--- src/rtl/des_key_schedule.sv ---
// DES key schedule: PC-1 on load, per-round C/D rotation and PC-2 subkey generation,
// stepped by the DES control FSM in encrypt (K1..K16) or decrypt (K16..K1) order.
module des_key_schedule (
    input  logic        clk,
    input  logic        rst_n,
    input  logic        load_key,
    input  logic [63:0] key_in,
    input  logic        decrypt,
    input  logic        en_key_schedule,
    input  logic [4:0]  round_count,
    output logic        key_ready,
    output logic [47:0] subkey,
    output logic        subkey_valid,
    output logic [4:0]  subkey_round,
    output logic        sched_error
);

    // Tables list DES bit numbers (1 = MSB of the source vector).
    localparam int PC1_TBL [56] = '{
        57, 49, 41, 33, 25, 17,  9,  1, 58, 50, 42, 34, 26, 18,
        10,  2, 59, 51, 43, 35, 27, 19, 11,  3, 60, 52, 44, 36,
        63, 55, 47, 39, 31, 23, 15,  7, 62, 54, 46, 38, 30, 22,
        14,  6, 61, 53, 45, 37, 29, 21, 13,  5, 28, 20, 12,  4
    };
    localparam int PC2_TBL [48] = '{
        14, 17, 11, 24,  1,  5,  3, 28, 15,  6, 21, 10,
        23, 19, 12,  4, 26,  8, 16,  7, 27, 20, 13,  2,
        41, 52, 31, 37, 47, 55, 30, 40, 51, 45, 33, 48,
        44, 49, 39, 56, 34, 53, 46, 42, 50, 36, 29, 32
    };

    function automatic logic [27:0] rotl(input logic [27:0] v, input logic [1:0] k);
        case (k)
            2'd1:    rotl = {v[26:0], v[27]};
            2'd2:    rotl = {v[25:0], v[27:26]};
            default: rotl = v;
        endcase
    endfunction

    function automatic logic [27:0] rotr(input logic [27:0] v, input logic [1:0] k);
        case (k)
            2'd1:    rotr = {v[0], v[27:1]};
            2'd2:    rotr = {v[1:0], v[27:2]};
            default: rotr = v;
        endcase
    endfunction

    logic [55:0] cd_q, cd_d;
    logic [4:0]  step_q, step_d;
    logic        mode_q, mode_d;
    logic        loaded_q, loaded_d;
    logic [47:0] subkey_q, subkey_d;
    logic        valid_q, valid_d;
    logic [4:0]  round_q, round_d;
    logic        err_q, err_d;

    logic [55:0] pc1_key;
    logic [55:0] cd_rot;
    logic [55:0] cd_wrap;
    logic [47:0] round_key;
    logic [4:0]  step_n;
    logic        single_shift;
    logic [1:0]  rot_amt;
    logic        load_ok;
    logic        step_ok;

    for (genvar gi = 0; gi < 56; gi++) begin : g_pc1
        localparam int SRC = 64 - PC1_TBL[gi];
        assign pc1_key[55-gi] = key_in[SRC];
    end

    for (genvar gi = 0; gi < 48; gi++) begin : g_pc2
        localparam int SRC = 56 - PC2_TBL[gi];
        assign round_key[47-gi] = cd_rot[SRC];
    end

    assign step_n       = step_q + 5'd1;
    assign single_shift = (step_n == 5'd1) || (step_n == 5'd2) ||
                          (step_n == 5'd9) || (step_n == 5'd16);

    always_comb begin
        rot_amt = single_shift ? 2'd1 : 2'd2;
        if (mode_q && step_n == 5'd1) begin
            rot_amt = 2'd0;
        end
    end

    assign cd_rot = mode_q ? {rotr(cd_q[55:28], rot_amt), rotr(cd_q[27:0], rot_amt)}
                           : {rotl(cd_q[55:28], rot_amt), rotl(cd_q[27:0], rot_amt)};

    // Decrypt rotations only total 27 over a block; one more right shift
    // at the wrap restores the PC-1 value so the next block needs no reload.
    assign cd_wrap = {rotr(cd_rot[55:28], 2'd1), rotr(cd_rot[27:0], 2'd1)};

    assign load_ok = load_key && (step_q == 5'd0);
    assign step_ok = en_key_schedule && loaded_q && !load_key && (round_count == step_q);

    always_comb begin
        cd_d     = cd_q;
        step_d   = step_q;
        mode_d   = mode_q;
        loaded_d = loaded_q;
        subkey_d = subkey_q;
        valid_d  = valid_q;
        round_d  = round_q;
        err_d    = (load_key && step_q != 5'd0) || (en_key_schedule && !step_ok);
        if (load_ok) begin
            cd_d     = pc1_key;
            mode_d   = decrypt;
            loaded_d = 1'b1;
            valid_d  = 1'b0;
            round_d  = 5'd0;
        end else if (step_ok) begin
            cd_d     = (mode_q && step_n == 5'd16) ? cd_wrap : cd_rot;
            step_d   = (step_n == 5'd16) ? 5'd0 : step_n;
            subkey_d = round_key;
            valid_d  = 1'b1;
            round_d  = mode_q ? (5'd17 - step_n) : step_n;
        end
    end

    always_ff @(posedge clk) begin
        if (!rst_n) begin
            cd_q     <= '0;
            step_q   <= '0;
            mode_q   <= 1'b0;
            loaded_q <= 1'b0;
            subkey_q <= '0;
            valid_q  <= 1'b0;
            round_q  <= '0;
            err_q    <= 1'b0;
        end else begin
            cd_q     <= cd_d;
            step_q   <= step_d;
            mode_q   <= mode_d;
            loaded_q <= loaded_d;
            subkey_q <= subkey_d;
            valid_q  <= valid_d;
            round_q  <= round_d;
            err_q    <= err_d;
        end
    end

    assign key_ready    = loaded_q;
    assign subkey       = subkey_q;
    assign subkey_valid = valid_q;
    assign subkey_round = round_q;
    assign sched_error  = err_q;

endmodule

--- config.mk ---
export PLATFORM = sky130hd
export DESIGN_NAME = des_key_schedule
export DESIGN_NICKNAME = d
export VERILOG_FILES = /design/src/rtl/des_key_schedule.sv
export SDC_FILE = /design/constraint.sdc
export NUM_CORES = 1
export LEC_CHECK = 0
export ABC_CLOCK_PERIOD_IN_PS = 2900
export BUFFER_PORTS_ARGS = -buffer_cell sky130_fd_sc_hd__buf_2
export CAP_MARGIN = 0
export CELL_PAD_IN_SITES_DETAIL_PLACEMENT = 1
export CELL_PAD_IN_SITES_GLOBAL_PLACEMENT = 1
export CORE_MARGIN = 2
export CORE_UTILIZATION = 41
export DETAILED_ROUTE_END_ITERATION = 8
export GPL_TIMING_DRIVEN = 0
export PLACE_DENSITY_LB_ADDON = 0.1
export SLEW_MARGIN = 10
export SYNTH_ARGS = -nofsm -noshare
export SYNTH_HDL_FRONTEND = slang
export SYNTH_SLANG_ARGS = --single-unit
--- constraint.sdc ---
create_clock -name clk -period 2.9 [get_ports clk]
set_input_delay 0.29 -clock clk [delete_from_list [all_inputs] [get_ports clk]]
set_output_delay 0.29 -clock clk [all_outputs]
set_load 0.005 [all_outputs]
==> results of run 1 <==
[Yosys cell counts (3+ instances only)]
library cell / number
nand2_1: 147
dfxtp_1: 118
a21oi_1: 107
a22oi_1: 48
clkbuf_1: 45
a22o_1: 38
nor2_1: 36
buf_2: 35
nand3_1: 33
o21ai_0: 33
o21ai_1: 24
o2bb2ai_1: 24
a221oi_1: 20
a221o_1: 19
inv_1: 18
and3_1: 14
a31oi_1: 13
nor3_1: 11
a211oi_1: 10
o31ai_1: 9
a21o_1: 8
buf_1: 8
nand4_1: 8
a31o_1: 6
o221ai_1: 6
o22ai_1: 6
a41oi_1: 5
buf_4: 5
ha_1: 5
or3_1: 5
xnor2_1: 5
xor2_1: 5
o32ai_1: 4
a31o_2: 3
a32o_1: 3
a32oi_1: 3
nand3b_1: 3
[stage by stage]
stage               setup slack (ps)  TNS, ps  power (µW)
floorplan                        496        0        2040
global placement                -485   -26900        2290
detailed placement              -520   -30680        2290
CTS                             1.97        0        4640
global route                   -87.1     -735        4770
finish                          -124     -859        4730
[layout make-up]
type | count | area, µm²
repair buffers | 134 | 703
clock buffers | 18 | 439
multi-input cells | 708 | 4660
well taps | 225 | 282
fillers | 2166 | 8020
clock inverters | 14 | 199
flip-flops and latches | 118 | 2370
inverters | 18 | 67.6
plain buffers | 95 | 556
[metal layers]
layer  global-route usage [%]  wire length (µm)
met5                        0                 0
met4                     31.4              3180
met3                     20.6              6660
met2                     68.2             18400
met1                     57.7             16900
[logic make-up (layout without fill, tap and decap cells)]
logic type,count (synthesis),after routing,synth area share [%]
adders and majority gates,5,5,0.861
xor gates and xnor gates,11,11,1.43
and+or+nand+nor,275,275,17.4
DFF,118,118,32.5
buffers and inverters,113,279,6.91
muxes,3,3,0.448
AOI/OAI and AO/OA,414,414,40.5
[worst paths after layout]
kind,from,endpoint,slack [ps],cells after the start
min,en_key_schedule,sched_error,110,3
min reg2reg,subkey[30],subkey[30],450,1
max,mode_q,subkey[9],-120,7
max reg2reg,mode_q,subkey[9],-120,7
[state kept, by name (all words and copies together), names as in the netlist]
| signal | cells |
|---|---|
| subkey_valid | 1 |
| key_ready | 1 |
| mode_q | 1 |
| cd_q | 56 |
| subkey_round | 5 |
| subkey | 48 |
| step_q | 5 |
| sched_error | 1 |
[repair_timing]
action	CTS	global route
resized for setup	55	74
setup buffers	6	7
setup endpoints to repair	106	96
pin swaps	3	7
[report_power, final]
group          internal, µW  switching, µW
clock                  1470            928
combinational           196            384
sequential             1660           85.4
[worst register-to-register path, delay by kind of cell, from the launching register on]
| family | cells | cell delay, ps |
|---|---|---|
| compound gates | 2 | 460 |
| buf+inv | 5 | 2180 |
| flops | 1 | 300 |
==> Flow_metrics.wiki, run 1 <==
{| class="wikitable"
! Metric !! Value
|-
| Run status || complete, but fails checks
|-
| Violated checks || setup timing
|-
| Critical path buffer and inverter count || 5
|-
| Kind of capture point of the worst setup path || flop
|-
| Fraction of post-synthesis cell area in the top cell type by area || 32.5%
|-
| Detailed-route DRC error count || 0
|-
| Seq cells post-synth || 118
|-
| Clock tree from TritonCTS || done
|-
| Overall global routing resource usage || 47.7%
|-
| Number of buffers added to fix hold violations after cts || 0
|-
| Type of the worst setup path || flop to flop
|-
| Average cell area after synthesis || ~7.7 µm²
|-
| Power per cell area || 510 nW/µm²
|-
| Height of the die || 137 µm
|-
| Final worst path period share || 104%
|-
| Post-synth EDFFs || 0
|-
| Main flop type after synthesis || dfxtp_1
|-
| Total via count after detailed routing || 9640
|-
| Leading cell type in the layout, fill and taps excluded || nand2_1
|-
| Slew Limit Headroom || 35.9%
|-
| Share of synthesized area occupied by flip-flops and latches || 32.5%
|-
| Number of iterations in the first detailed-routing pass || 6
|-
| Clock edge transition at the registers on the reported setup and hold paths || 60 ps
|-
| Routability-driven placement congestion ratio || 1.07
|-
| Number of maximum-capacitance violations || 0
|-
| Delay-heaviest family, CP || buffers and inverters
|-
| Vias in the first global route || 9518
|-
| Avg WL per Cell || 34.0 µm
|-
| Worst-margin pin slew || 961 ps
|-
| Required time of the critical path || 3230 ps
|-
| Max rail drop VDD || 0.000428 V
|-
| Post-Syn Instances || around 940
|-
| Average via count per standard cell || 7.25
|-
| Min-Delay Path Class || primary input to flop
|-
| Port bufs || 121
|-
| IO Pins || 130
|-
| Starting utilization of the core area || 42.0%
|-
| Non-filler instance count after layout || 1330
|-
| Critical Path Most Common Cell || clkbuf_1
|-
| PnR worst setup slack || -124 ps
|-
| Detailed placement HPWL || 30500 µm
|-
| Dpl cells || 1285
|-
| Async SR Flop Fraction || 0%
|-
| Layout-stage area growth over the synthesis result || 27.6%
|-
| Crit path max fanout || 10
|-
| Placed cell areas || 8150 µm²
|-
| Crit start category || flop
|-
| Cell accounting for the most synthesized area || dfxtp_1
|-
| Cell types occupying the most area after synthesis || dfxtp_1 33%, nand2_1 7.6%, a21oi_1 7.4%
|-
| Layout cell share with drive strength beyond 1 || 26.2%
|-
| Sink Count || 118
|-
| Area of the die || approximately 19000 µm²
|-
| Worst hold-check slack || 110 ps
|-
| Maximum operating frequency || 331 MHz
|-
| Standard-cell row count || 48
|-
| Horiz. Die Dim || between 100 and 150 µm
|-
| Remaining number of nets flagged by the antenna check after routing || 0
|-
| Critical-path top delay cell || clkbuf_1
|-
| Synthesized area || about 7300 µm²
|-
| Unrepaired setup endpoints after global routing || true
|-
| Global-route wire length before repair || 63200 µm
|-
| Count of unique library cells instantiated by Yosys || 76
|-
| Final standard cell area without fillers || approximately 9300 µm²
|-
| Initial antenna violation count || 1
|-
| Synthesized net count || 1018
|-
| Synth Warn # || 0
|-
| Slowest stage delay, CP || 700 ps
|-
| Clock skew after layout || 9.12 ps
|-
| CTS HTree Levels || 4
|-
| Count of endpoints failing setup in the final report || 21
|-
| Diode count || 0
|-
| Number of hold violations in the final report || 0
|-
| Maximum number of pins on one net before global-route repair || 17
|-
| Number of DRC markers in iteration 0 || 1589
|-
| Highest-count cells in the layout ignoring fill and taps || 144 x nand2_1, 143 x buf_2, 116 x dfxtp_1
|-
| Critical path arrival || 3350 ps
|-
| Buffer type at the clock tree root || clkbuf_16
|-
| CTS Buffer Depth || 2
|-
| Core utilization of the finished layout || 53.6%
|-
| Core region area || 17300 µm²
|-
| Pins over their slew limit || 0
|-
| Insertion delay of the later-clocked pin in the worst-skew pair || about 440 ps
|-
| Final critical-path required period || 3020 ps
|-
| Routed wire length || approximately 45000 µm
|-
| LEAKAGE || 0.00366 µW
|-
| Cts bufs inserted || 17
|-
| GR Overflow Total || 0
|-
| Worst-path cell chain || clkbuf_1 -> inv_1 -> clkbuf_1 -> buf_2 -> clkbuf_2 -> a21oi_1 -> a22o_1
|-
| Final layout net count || ~1200
|}
No activity file was read; power rests on OpenSTA's default activity.
==> inputs of run 2 (changes only) <==
--- a/config.mk
+++ b/config.mk
@@ -5,7 +5,7 @@
 export SDC_FILE = /design/constraint.sdc
 export NUM_CORES = 1
 export LEC_CHECK = 0
-export ABC_CLOCK_PERIOD_IN_PS = 2900
+export ABC_CLOCK_PERIOD_IN_PS = 2800
 export BUFFER_PORTS_ARGS = -buffer_cell sky130_fd_sc_hd__buf_2
 export CAP_MARGIN = 0
 export CELL_PAD_IN_SITES_DETAIL_PLACEMENT = 1
==> constraint.sdc (replaced) <==
create_clock -name clk -period 2.8 [get_ports clk]
set_input_delay 0.28 -clock clk [delete_from_list [all_inputs] [get_ports clk]]
set_output_delay 0.28 -clock clk [all_outputs]
set_load 0.005 [all_outputs]
==> run 2 against run 1 <==
Effect of this change: the flow still finishes with violations (setup timing); largest cell class unchanged; design area up 1.2%; critical path depth decreased by 2; clock skew is 1.2 ps higher.
==> Flow_metrics.wiki, run 2 (synthesized netlist as in run 1, its figures left out) <==
{| class="wikitable"
! Metric !! Value
|-
| Count of endpoints failing setup in the final report || 7 (was 21)
|-
| Final standard cell area without fillers || 9390 µm² (was 9270 µm²)
|-
| Crit path max fanout || 10 (unchanged)
|-
| Height of the die || 137 µm (unchanged)
|-
| Crit start category || flop (unchanged)
|-
| Final worst path period share || 105% (was 104%)
|-
| Sink Count || 118 (unchanged)
|-
| Run status || complete, but fails checks (unchanged)
|-
| Routability-driven placement congestion ratio || 1.07 (unchanged)
|-
| LEAKAGE || 0.00370 µW (was 0.00366 µW)
|-
| Buffer type at the clock tree root || clkbuf_16 (unchanged)
|-
| Layout-stage area growth over the synthesis result || 29.2% (was 27.6%)
|-
| Critical Path Most Common Cell || clkbuf_1 (unchanged)
|-
| Layout cell share with drive strength beyond 1 || 27.8% (was 26.2%)
|-
| Clock edge transition at the registers on the reported setup and hold paths || 60 ps (about the same)
|-
| Final critical-path required period || 2940 ps (was 3020 ps)
|-
| Critical path arrival || 3290 ps (was 3350 ps)
|-
| Overall global routing resource usage || 47.9% (was 47.7%)
|-
| Horiz. Die Dim || 137 µm (unchanged)
|-
| Clock tree from TritonCTS || done (unchanged)
|-
| CTS HTree Levels || 4 (unchanged)
|-
| Slowest stage delay, CP || 790 ps (was 700 ps)
|-
| Worst-margin pin slew || 967 ps (was 961 ps)
|-
| Number of DRC markers in iteration 0 || 1634 (was 1589)
|-
| Register with the most flip-flops || cd_q (unchanged)
|-
| GR Overflow Total || 0 (unchanged)
|-
| Max rail drop VDD || 0.000437 V (was 0.000428 V)
|-
| Detailed placement HPWL || 30500 µm (unchanged)
|-
| Leading cell type in the layout, fill and taps excluded || nand2_1 (unchanged)
|-
| PnR worst setup slack || -136 ps (was -124 ps)
|-
| Core region area || 17300 µm² (unchanged)
|-
| Cts bufs inserted || 17 (unchanged)
|-
| Highest-count cells in the layout ignoring fill and taps || 143 x nand2_1, 142 x buf_2, 116 x dfxtp_1 (was 144 x nand2_1, 143 x buf_2, 116 x dfxtp_1)
|-
| Maximum number of pins on one net before global-route repair || 17 (unchanged)
|-
| Port bufs || 121 (unchanged)
|-
| Standard-cell row count || 48 (unchanged)
|-
| Placed cell areas || 8150 µm² (unchanged)
|-
| Critical path buffer and inverter count || 3 (was 5)
|-
| Required time of the critical path || 3150 ps (was 3230 ps)
|-
| Remaining number of nets flagged by the antenna check after routing || 0 (unchanged)
|-
| CTS Buffer Depth || 2 (unchanged)
|-
| IO Pins || 130 (unchanged)
|-
| Starting utilization of the core area || 42.0% (unchanged)
|-
| Maximum operating frequency || 341 MHz (was 331 MHz)
|-
| Insertion delay of the later-clocked pin in the worst-skew pair || 440 ps (about the same)
|-
| Global-route wire length before repair || 63400 µm (was 63200 µm)
|-
| Power per cell area || 523 nW/µm² (was 510 nW/µm²)
|-
| Pins over their slew limit || 0 (unchanged)
|-
| Avg WL per Cell || 34.1 µm (was 34.0 µm)
|-
| Initial antenna violation count || 1 (unchanged)
|-
| Number of maximum-capacitance violations || 0 (unchanged)
|-
| Slew Limit Headroom || 35.6% (was 35.9%)
|-
| Average via count per standard cell || 7.27 (was 7.25)
|-
| Number of filler instances in the final layout || 2142 (was 2166)
|-
| Min-Delay Path Class || primary input to flop (unchanged)
|-
| Number of iterations in the first detailed-routing pass || 8 (was 6)
|-
| Clock skew after layout || 10.3 ps (was 9.12 ps)
|-
| Post-Place Setup Slack || -620 ps (was -520 ps)
|-
| Max reg flops || 56 (unchanged)
|-
| Type of the worst setup path || flop to flop (unchanged)
|-
| Detailed-route DRC error count || 0 (unchanged)
|-
| Number of buffers added to fix hold violations after cts || 0 (unchanged)
|-
| Diode count || 0 (unchanged)
|-
| Kind of capture point of the worst setup path || flop (unchanged)
|-
| Routed wire length || 45400 µm (was 45200 µm)
|-
| Total via count after detailed routing || 9679 (was 9640)
|-
| Core utilization of the finished layout || 54.3% (was 53.6%)
|-
| Final layout net count || 1172 (was 1171)
|-
| Critical-path top delay cell || clkbuf_1 (unchanged)
|-
| Violated checks || setup timing (unchanged)
|-
| Worst-path cell chain || clkbuf_1 -> clkbuf_1 -> clkbuf_1 -> o21ai_0 -> o21ai_0 (was clkbuf_1 -> inv_1 -> clkbuf_1 -> buf_2 -> clkbuf_2 -> a21oi_1 -> a22o_1)
|-
| Area of the die || 18800 µm² (unchanged)
|-
| Number of hold violations in the final report || 0 (unchanged)
|-
| Vias in the first global route || 9502 (was 9518)
|-
| Delay-heaviest family, CP || buffers and inverters (unchanged)
|}
run 2: metrics by stage:
stage | hold WS [ps] | power [µW] | TNS [ps] | instances
floorplan | 416 | 2110 | 0 | 939
global placement | 430 | 2370 | -37340 | 1285
detailed placement | 435 | 2380 | -41300 | 1285
CTS | 100 | 4810 | -36.0 | 1324
global route | 116 | 4950 | -269 | 1331
finish | 96.5 | 4910 | -426 | 1331
run 2: routing by layer:
layer	global-route usage, %	wire length, µm	up-vias
met5	0	13	-
met4	33.4	3260	2
met2	67.4	18500	887
met3	20.7	6800	237
met1	58.2	16900	4662
li1	-	-	3891
run 2: layout make-up:
type / count / area (µm²) / share of cell area, %
buffer: 94 / 582 / 6.20
clock buffer: 18 / 439 / 4.68
clock inverter: 14 / 199 / 2.12
inverter: 18 / 67.6 / 0.720
multi-input combinational: 709 / 4740 / 50.5
sequential: 118 / 2370 / 25.2
tap: 225 / 282 / 3.00
timing repair buffer: 135 / 711 / 7.57
run 2: where the power goes:
group / switching (µW) / internal (µW) / total [µW] / leakage, µW
Combinational: 404 / 208 / 612 / 0.00244
Sequential: 90.6 / 1720 / 1810 / 0.000962
Clock: 957 / 1520 / 2480 / 0.000300
run 2: worst paths after layout:
check / start / end / slack [ps] / depth (start not counted)
max: mode_q / subkey[44] / -140 / 5
min reg2reg: subkey[30] / subkey[30] / 450 / 1
min: en_key_schedule / sched_error / 100 / 3
max reg2reg: mode_q / subkey[44] / -140 / 5
run 2: tightest hold or removal path, delay by kind of cell:
| kind | cells | cell delay, ps |
|---|---|---|
| simple gates | 1 | 70 |
| buf+inv | 1 | 90 |
| compound gates | 1 | 60 |
run 2: what timing repair did:
item,in CTS,in global routing
cloned,1,0
setup endpoints to repair,112,99
buffers inserted,6,8
gates resized for setup,90,66
pin swaps,5,11
